[config.mk]
export PLATFORM = sky130hd
export DESIGN_NAME = branch_resolve_unit
export DESIGN_NICKNAME = d
export VERILOG_FILES = /design/src/rtl/branch_resolve_unit.sv
export SDC_FILE = /design/constraint.sdc
export NUM_CORES = 1
export LEC_CHECK = 0
export CAP_MARGIN = 0
export CORE_ASPECT_RATIO = 0.8
export CORE_UTILIZATION = 51
export CTS_CLUSTER_DIAMETER = 30
export CTS_CLUSTER_SIZE = 12
export DETAILED_ROUTE_END_ITERATION = 8
export PLACE_DENSITY = 0.95
export SLEW_MARGIN = 10
export SYNTH_ARGS = -nofsm -noshare
export SYNTH_HDL_FRONTEND = slang
export SYNTH_SLANG_ARGS = --single-unit
[constraint.sdc]
create_clock -name clk -period 5 [get_ports clk]
set_clock_uncertainty 0.05 [all_clocks]
set_input_delay 0.75 -clock clk [delete_from_list [all_inputs] [get_ports clk]]
set_output_delay 0.75 -clock clk [all_outputs]
set_load 0.02 [all_outputs]
[src/rtl/branch_resolve_unit.sv]
// Branch resolve unit: decodes B-type outcome from ALU flags, issues
// a one-cycle redirect, and holds fetch off during the flush window.
module branch_resolve_unit #(
  parameter int N            = 32,
  parameter int FLUSH_CYCLES = 2,
  parameter int CNT_W        = 16
) (
  input  logic             clk,
  input  logic             rst_n,
  input  logic             br_valid,
  output logic             br_ready,
  input  logic [2:0]       funct3,
  input  logic             zero_flag,
  input  logic             carry_flag,
  input  logic             overflow_flag,
  input  logic             sign_flag,
  input  logic [N-1:0]     pc,
  input  logic [N-1:0]     imm,
  input  logic             halt_req,
  input  logic             resume,
  output logic             taken,
  output logic [N-1:0]     target,
  output logic             redirect,
  output logic             flush,
  output logic             illegal,
  output logic             halted,
  output logic [CNT_W-1:0] taken_cnt
);

  localparam int FW = (FLUSH_CYCLES > 1) ? $clog2(FLUSH_CYCLES) : 1;
  localparam logic [FW-1:0] FLOAD = FW'(FLUSH_CYCLES - 1);

  typedef enum logic [1:0] {
    RUN    = 2'd0,
    FLUSH  = 2'd1,
    HALTED = 2'd2
  } state_t;

  state_t      state;
  logic [FW-1:0] fcnt;
  logic        pending;
  logic        dec_taken;
  logic        dec_illegal;
  logic        pend_nxt;
  logic [N-1:0] sum;

  assign br_ready = (state == RUN) && !halt_req;
  assign sum      = pc + imm;
  assign pend_nxt = pending | halt_req;

  always_comb begin
    dec_taken   = 1'b0;
    dec_illegal = 1'b0;
    unique case (1'b1)
      (funct3 == 3'b000): dec_taken = zero_flag;
      (funct3 == 3'b001): dec_taken = !zero_flag;
      (funct3 == 3'b100): dec_taken = sign_flag ^ overflow_flag;
      (funct3 == 3'b101): dec_taken = !(sign_flag ^ overflow_flag);
      (funct3 == 3'b110): dec_taken = !carry_flag;
      (funct3 == 3'b111): dec_taken = carry_flag;
      default:            dec_illegal = 1'b1;
    endcase
  end

  always_ff @(posedge clk or negedge rst_n) begin
    if (!rst_n) begin
      state     <= RUN;
      fcnt      <= '0;
      pending   <= 1'b0;
      taken     <= 1'b0;
      target    <= '0;
      redirect  <= 1'b0;
      flush     <= 1'b0;
      illegal   <= 1'b0;
      halted    <= 1'b0;
      taken_cnt <= '0;
    end else begin
      redirect <= 1'b0;
      illegal  <= 1'b0;
      unique case (state)
        RUN: begin
          // halt wins over a branch presented in the same cycle
          if (halt_req) begin
            state  <= HALTED;
            halted <= 1'b1;
          end else if (br_valid) begin
            taken   <= dec_taken;
            target  <= {sum[N-1:1], 1'b0};
            illegal <= dec_illegal;
            if (dec_taken) begin
              redirect <= 1'b1;
              flush    <= 1'b1;
              fcnt     <= FLOAD;
              state    <= FLUSH;
              if (taken_cnt != '1)
                taken_cnt <= taken_cnt + 1'b1;
            end
          end
        end
        FLUSH: begin
          if (fcnt == '0) begin
            flush   <= 1'b0;
            pending <= 1'b0;
            if (pend_nxt) begin
              state  <= HALTED;
              halted <= 1'b1;
            end else begin
              state <= RUN;
            end
          end else begin
            fcnt    <= fcnt - 1'b1;
            pending <= pend_nxt;
          end
        end
        HALTED: begin
          if (resume && !halt_req) begin
            state  <= RUN;
            halted <= 1'b0;
          end
        end
        default: begin
          state  <= RUN;
          flush  <= 1'b0;
          halted <= 1'b0;
        end
      endcase
    end
  end

endmodule

Word level (Yosys, flattened, before mapping)
Index checks and enable logic that the tools add are counted.
{ "classes": {"n_addsub": 3, "n_eq_ne": 17, "n_mux": 29, "bitwise_logic": 4, "reduce_logical": 16} }
{ "ops": {"columns": ["op", "count"], "rows": [
  ["$add A32 B32 Y32", 1],
  ["$mux W1", 18],
  ["$add A16 B1 Y16 const B", 1],
  ["$ne A16 B16 Y1 const B", 1],
  ["$ne A2 B2 Y1 const B", 7],
  ["$eq A3 B3 Y1 const B", 4],
  ["$mux W2", 6],
  ["$reduce_and A4 Y1", 3],
  ["$reduce_and A5 Y1", 2],
  ["$ne A3 B3 Y1 const B", 2],
  ["$pmux W1 S3", 2],
  ["$pmux W1 S6", 1],
  ["$pmux W2 S3", 1],
  ["$reduce_or A6 Y1", 1],
  ["$logic_not A1 Y1", 4],
  ["$eq A3 B1 Y1 const B", 1],
  ["$logic_not A3 Y1", 1],
  ["$reduce_and A3 Y1", 1],
  ["$eq A2 B1 Y1 const B", 1],
  ["$eq A2 B2 Y1 const B", 1],
  ["$logic_and A1 B1 Y1", 2],
  ["$logic_not A2 Y1", 1],
  ["$not A1 Y1", 2],
  ["$pmux W1 S2", 1],
  ["4 further kinds", 4]
]} }
{ "word_totals": {"reg_bits": 56, "inputBits": 76, "output_inout_bits": 54, "elab_cells": 79} }

Depth between registers and ports, before layout
Gate-level depths: netlist (run 1).
{ "depth": {"depth_word": 7, "depth_mapped": 9, "depth_no_buf": 9} }

Least setup slack after synthesis (run 1)
Ideal clock, no wire load.
{ "synth_timing": {"kind": "input -> register", "start": "in pc[0]", "end": "reg target[30]", "t_arrival_ns": 2.578, "path_slack_ns": 2.249, "cell_stages": 9, "n_path_buf": 0, "cell_sequence": "and2_1 -> fa_1 -> a21oi_1 -> o211ai_1 -> o2bb2ai_2 -> o21bai_2 -> a2111oi_4 -> or2_2 -> a211o_1"} }
{ "synth_between": {"elab_chain_cells": 1} }
{ "synth_lines": {"columns": ["element", "line_no", "rtl"], "rows": [
  ["start: declaration", "17", "input logic [N-1:0] pc,"],
  ["$add A32 B32 Y32", "48", "assign sum = pc + imm;"],
  ["end signal: assignment", "88", "target <= {sum[N-1:1], 1'b0};"],
  ["end: declaration", "22", "output logic [N-1:0] target,"]
]} }
Every way passes these cells.
A chain may end at the register's enable or synchronous reset.

Worst setup path in the final report (run 1)
{ "layout_timing": {"start": "in pc[0]", "end": "reg target[28]"} }
The elaborated chain is that of the path after synthesis.

==> run metrics, run 1 <==
status completed; drt first pass iters 4; drt wl/cell 16.1 um; Nets 721; routed vias 4,170; Final setup viols 0; post-synth net total 597; sequential-to-total area share from yosys stat 33.5%; Hold Slack 439 ps; first-iteration detailed-routing DRC count 206; crit path time final 3120 ps; arrival time at the worst endpoint 3240 ps; fin cells 722; crit path launch type primary input; synthesis-stage register bit count 56; Synth Warn # 0; Initial Util 52.7%; R2R Setup Slk 2770 ps; post-CTS setup buffer count 0; gr usage total 27.7%; Final Hold Violating Endpoints 0; Post-Syn Area 4190 sq um; # H-tree levels 2; # DRC 0; drt via density 5.78; die outline area 8580 sq um; Max Slew Vio Count 0; Placed Cells 714; Post-synth EDFFs 0; area grow syn2layout 34.7%; number of gates resized after cts 0; worst hold path class reg2reg; Crit Path Max Fanout 4; Final ANT Viol Nets 0; synthesized area per cell 8.56 sq um; CTS tree built; Setup TNS Final 0 ps; Worst Setup SP pc[0]; Routability Congestion 0.972; slew of the pin with the lowest slew margin 1030 ps; ys flop type dfrtp_1; core area 7950 sq um; Slew HR 30.9%; critical path class in2reg; Max Cap Viol 0; synthesized instance count 489; fmax 320 MHz; CTS root buf clkbuf_8; CTS sink count 56; DP HPWL 9490 um; clock latency on the worst-skew pair 300 ps; Die W 103 um; Yosys cell types 70; Data required, critical path 5120 ps; WL final 11,600 um; first-pass GRT wire length 18,800 um; CTS buffer count 5; IO Port Bufs 128; peak supply drop 0.211 mV; row cnt 29; clock-pin slew on the worst setup and hold paths 100 ps; Async SR Flop Fraction 100%; fraction of layout cells with a size suffix above 1 5.37%; vias in the first global route 3,981; worst reg2reg path startpoint state[0]; Power Density 357 nW/um^2; Worst Setup End Kind flip-flop; Max clock buf depth 2; Vert. Die Dim 83.1 um; Lkg Pwr 2.46 nW; RSZ-0062 raised after global routing false; fin crit share 62.4%; number of I/O pins 130; hold buffers post-CTS 0; initial antenna violation count 0; n_diodes 0; largest net degree at the start of global routing 65; hold path startpoint target[10]; grt ovf 0
==> report_power, final <==
group | internal, mW | leakage, nW | switching [mW]
clock network | 0.101 | 0.0485 | 0.150
registers | 0.609 | 0.715 | 0.118
logic | 0.482 | 1.70 | 0.557
==> critical path: stages <==
cell and delay, ps:
clkdlybuf4s50_1 420, and2_1 170, fa_1 400, a21oi_1 260, o211ai_1 140, o2bb2ai_2 180
o2111ai_1 260, nand3_1 150, o311ai_0 370, o211ai_1 140
==> layout by cell type, fill, tap and decap left out, types with 3 or more instances in the layout <==
cell             Yosys  final
a211oi_1             4      4
a21o_1              16     16
a21oi_1             37     37
a21oi_2              3      3
a31oi_1              5      5
and2_1               5      5
and3_1               4      4
clkbuf_8             0      5
clkdlybuf4s50_1      0    127
dfrtp_1             56     56
ha_1                31     31
inv_1               20     20
nand2_1             71     70
nand3_1             16     16
nand4_1              6      6
nor2_1              32     32
nor2b_1              3      3
nor3_1              11     11
o2111ai_1            3      3
o211ai_1             5      5
o21a_1               4      4
o21ai_0             40     40
o21ai_1              8      8
o21bai_1             5      5
o31ai_1              3      3
xnor2_1             25     25
xor2_1              16     16
==> state kept, by name, summed over array words and instances (netlist names) <==
| signal | cells |
|---|---|
| fcnt | 1 |
| flush | 1 |
| halted | 1 |
| illegal | 1 |
| pending | 1 |
| redirect | 1 |
| state | 2 |
| taken | 1 |
| taken_cnt | 16 |
| target | 31 |
==> layer usage <==
| metal | GRT usage [%] | vias up | part of all wire, % |
|---|---|---|---|
| li1 | - | 2002 | - |
| met1 | 39.8 | 1934 | 46 |
| met2 | 43.8 | 213 | 45 |
| met3 | 3.96 | 21 | 6.9 |
| met4 | 6.91 | 0 | 1.6 |
| met5 | 0 | - | 0 |
==> final cells by class <==
class                   count  area (sq um)
fillers                   624          2300
clock buffers               5          68.8
multi-input cells         400          2650
flip-flops and latches     56          1400
inverters                  21          80.1
well taps                 108           135
clock inverters             3          22.5
repair buffers            129          1280
==> synthesized netlist by cell type (all sizes together), types with 3 or more instances <==
library cell | count | share of area (%)
a211oi | 5 | 1.0
a21o | 16 | 2.9
a21oi | 40 | 5.0
a31oi | 5 | 0.75
and2 | 6 | 0.90
and3 | 5 | 0.87
buf | 3 | 0.57
clkbuf | 9 | 0.84
dfrtp | 56 | 33
ha | 31 | 9.3
inv | 20 | 1.8
nand2 | 72 | 6.5
nand3 | 18 | 2.6
nand4 | 7 | 1.4
nor2 | 32 | 2.9
nor2b | 3 | 0.45
nor3 | 12 | 1.7
o2111ai | 3 | 0.63
o211ai | 5 | 0.90
o21a | 5 | 1.1
o21ai | 48 | 5.7
o21bai | 6 | 1.2
o31ai | 4 | 0.84
xnor2 | 25 | 5.2
xor2 | 16 | 3.3
==> kinds of logic (layout without fill, tap and decap cells) <==
group                      Yosys count  in the layout  share of synthesized area (%)
xor gates and xnor gates            41             41                           8.57
adders and majority gates           32             32                           9.74
and+or+nand+nor                    168            168                           19.6
other                                1              1                         0.0895
AOI/OAI and AO/OA                  156            156                           24.6
muxes                                2              2                          0.538
DFF                                 56             56                           33.5
buffers and inverters               33            158                           3.32
==> path summary, 6_finish.rpt <==
| path | cells after the start | to |
|---|---|---|
| max | 10 | target[28] |
| min | 2 | target[10] |
| max reg2reg | 4 | target[30] |
| min reg2reg | 2 | target[10] |
| max in group asynchronous | 2 | target[27] |
| min in group asynchronous | 2 | target[4] |
==> metrics by stage <==
| stage | power, mW | util (%) | cell area, sq um | setup WS, ps |
|---|---|---|---|---|
| finish | 2.02 | 71.0 | 5640 | 1880 |
| global route | 2.13 | 71.0 | 5640 | 1640 |
| CTS | 2.02 | 71.0 | 5640 | 1920 |
| detailed placement | 1.77 | 69.8 | 5550 | 1590 |
| global placement | 1.73 | 69.8 | 5550 | 1700 |
| floorplan | 1.27 | - | 4190 | 2250 |
Note: power is estimated with default switching activity, not from simulation.
==> run 2, diff against run 1 <==
- CORE_UTILIZATION: 51 -> 48
- PLACE_DENSITY: 0.95 -> 0.92
- clock period: 5 -> 3.2 ns (I/O delays scaled with it)
==> run 2 against run 1 <==
Worst hold slack worse by 190 ps. Via count up 3.1%. Sequential power up 58%. Count of clock-buffer cells in the layout unchanged. First-iteration DRC count up 58%. Global-route usage down 1.3 points. Highest routed layer unchanged.
==> run metrics, run 2 (synthesized netlist as in run 1, its figures left out) <==
status completed; fin worst setup slack 329 ps (-1550 ps); vias in the first global route 4,097 (+2.9%); most common cell after layout, fill and taps aside clkdlybuf4s50_1; Max clock buf depth 2 (unchanged); n_diodes 0 (unchanged); Lkg Pwr 2.50 nW (+1.6%); Routability Congestion 0.954 (-1.9%); Crit Path Max Fanout 4 (unchanged); most frequent cells in the layout 127 x clkdlybuf4s50_1, 70 x nand2_1, 56 x dfrtp_1; number of gates resized after cts 0 (unchanged); fraction of layout cells with a size suffix above 1 6.59% (+1.2 points); area grow syn2layout 36.4%; pre-CTS WS 41.9 ps (-1550 ps); CTS root buf clkbuf_8; # H-tree levels 2 (unchanged); first-iteration detailed-routing DRC count 325 (+58%); DP HPWL 9810 um (+3.3%); initial antenna violation count 0 (unchanged); grt ovf 0 (unchanged); arrival time at the worst endpoint 3010 ps (-230 ps); Nets 729 (+1.1%); CTS buffer count 5 (unchanged); gr usage total 26.4% (-1.3 points); drt via density 5.86 (+1.5%); Worst R2R Path Depth 6 (+2); fmax 348 MHz; max FFs per register 31 (unchanged); Final Hold Violating Endpoints 0 (unchanged); Die W 106 um (+3.0%); Initial Util 49.4% (-3.3 points); largest net degree at the start of global routing 44 (-32%); Top Registers target x31, taken_cnt x16, state x2; row cnt 30 (+3.4%); worst hold path class in2async; slew of the pin with the lowest slew margin 942 ps (-91.3 ps); RSZ-0062 raised after global routing false; post-CTS setup buffer count 0 (unchanged); IO Port Bufs 128 (unchanged); Top reg by flops target; Final setup viols 0 (unchanged); critical path class in2reg; Worst Setup End Kind flip-flop; drt first pass iters 5 (+1); clock latency on the worst-skew pair 320 ps (+20 ps); drt wl/cell 16.4 um (+2.1%); Max Slew Vio Count 0 (unchanged); # DRC 0 (unchanged); Final ANT Viol Nets 0 (unchanged); Setup TNS Final 0 ps (unchanged); core area 8480 sq um (+6.8%); Data required, critical path 3340 ps (-1780 ps); peak supply drop 0.354 mV (+68%); total power 3.19 mW (+58%); CTS sink count 56 (unchanged); first-pass GRT wire length 19,200 um (+2.4%); Max Cap Viol 0 (unchanged); crit path launch type primary input; number of I/O pins 130 (unchanged); clock-pin slew on the worst setup and hold paths 100 ps (about the same); fin crit share 89.7%; die outline area 9100 sq um (+6.1%); hold buffers post-CTS 0 (unchanged); CTS tree built; Vert. Die Dim 85.5 um (+3.0%); Power Density 558 nW/um^2 (+56%); Slew HR 37.2% (+6.3 points); WL final 12,000 um (+3.8%); routed vias 4,301 (+3.1%); crit path time final 2870 ps
-- run 2: changes by cell type in the layout (fill, tap and decap cells not counted) --
cell,before,now
inv_6,1,2
buf_4,1,9
clkinv_2,2,1
-- run 2: through the flow --
stage / cell area [sq um] / instances / hold slack, ps / util [%]
global placement: 5620 / 726 / 408 / 66.2
finish: 5710 / 734 / 245 / 67.3
CTS: 5710 / 734 / 272 / 67.3
floorplan: 4190 / 489 / 134 / -
detailed placement: 5620 / 726 / 425 / 66.2
global route: 5710 / 734 / 311 / 67.3
-- run 2: routing by layer --
metal	GRT usage, %	wire length (um)	vias to the layer above
li1	-	-	2022
met1	34.3	5030	2025
met2	45.7	5800	225
met3	4.03	990	29
met4	8.34	212	0
met5	0	0	-
-- run 2: report_power, final --
group | leakage [nW] | total [mW] | internal (mW) | switching (mW)
registers | 0.715 | 1.15 | 0.951 | 0.199
logic | 1.73 | 1.63 | 0.766 | 0.866
clock network | 0.0491 | 0.406 | 0.162 | 0.245
total | 2.50 | 3.19 | 1.88 | 1.31
-- run 2: area by class of cell --
type,count,area (sq um)
fillers,685,2770
clock buffers,5,68.8
multi-input cells,400,2650
well taps,112,140
clock inverters,3,26.3
flip-flops and latches,56,1400
inverters,21,80.1
repair buffers,137,1340
-- run 2: path summary, 6_finish.rpt --
path,startpoint,endpoint,slack [ps]
setup / recovery,pc[0],target[28],330
hold / removal,rst_n,state[1],250
setup reg to reg,taken_cnt[5],taken_cnt[1],1150
hold reg to reg,target[23],target[23],440
max in group asynchronous,rst_n,target[15],2100
min in group clk,target[23],target[23],440
-- run 2: worst max-delay path: stages --
cell	delay, ps
clkdlybuf4s50_1	420
and2_1	170
fa_1	400
a21oi_1	280
o211ai_1	150
o2bb2ai_2	180
o2111ai_1	270
nand3_1	140
o311ai_0	370
o211ai_1	140
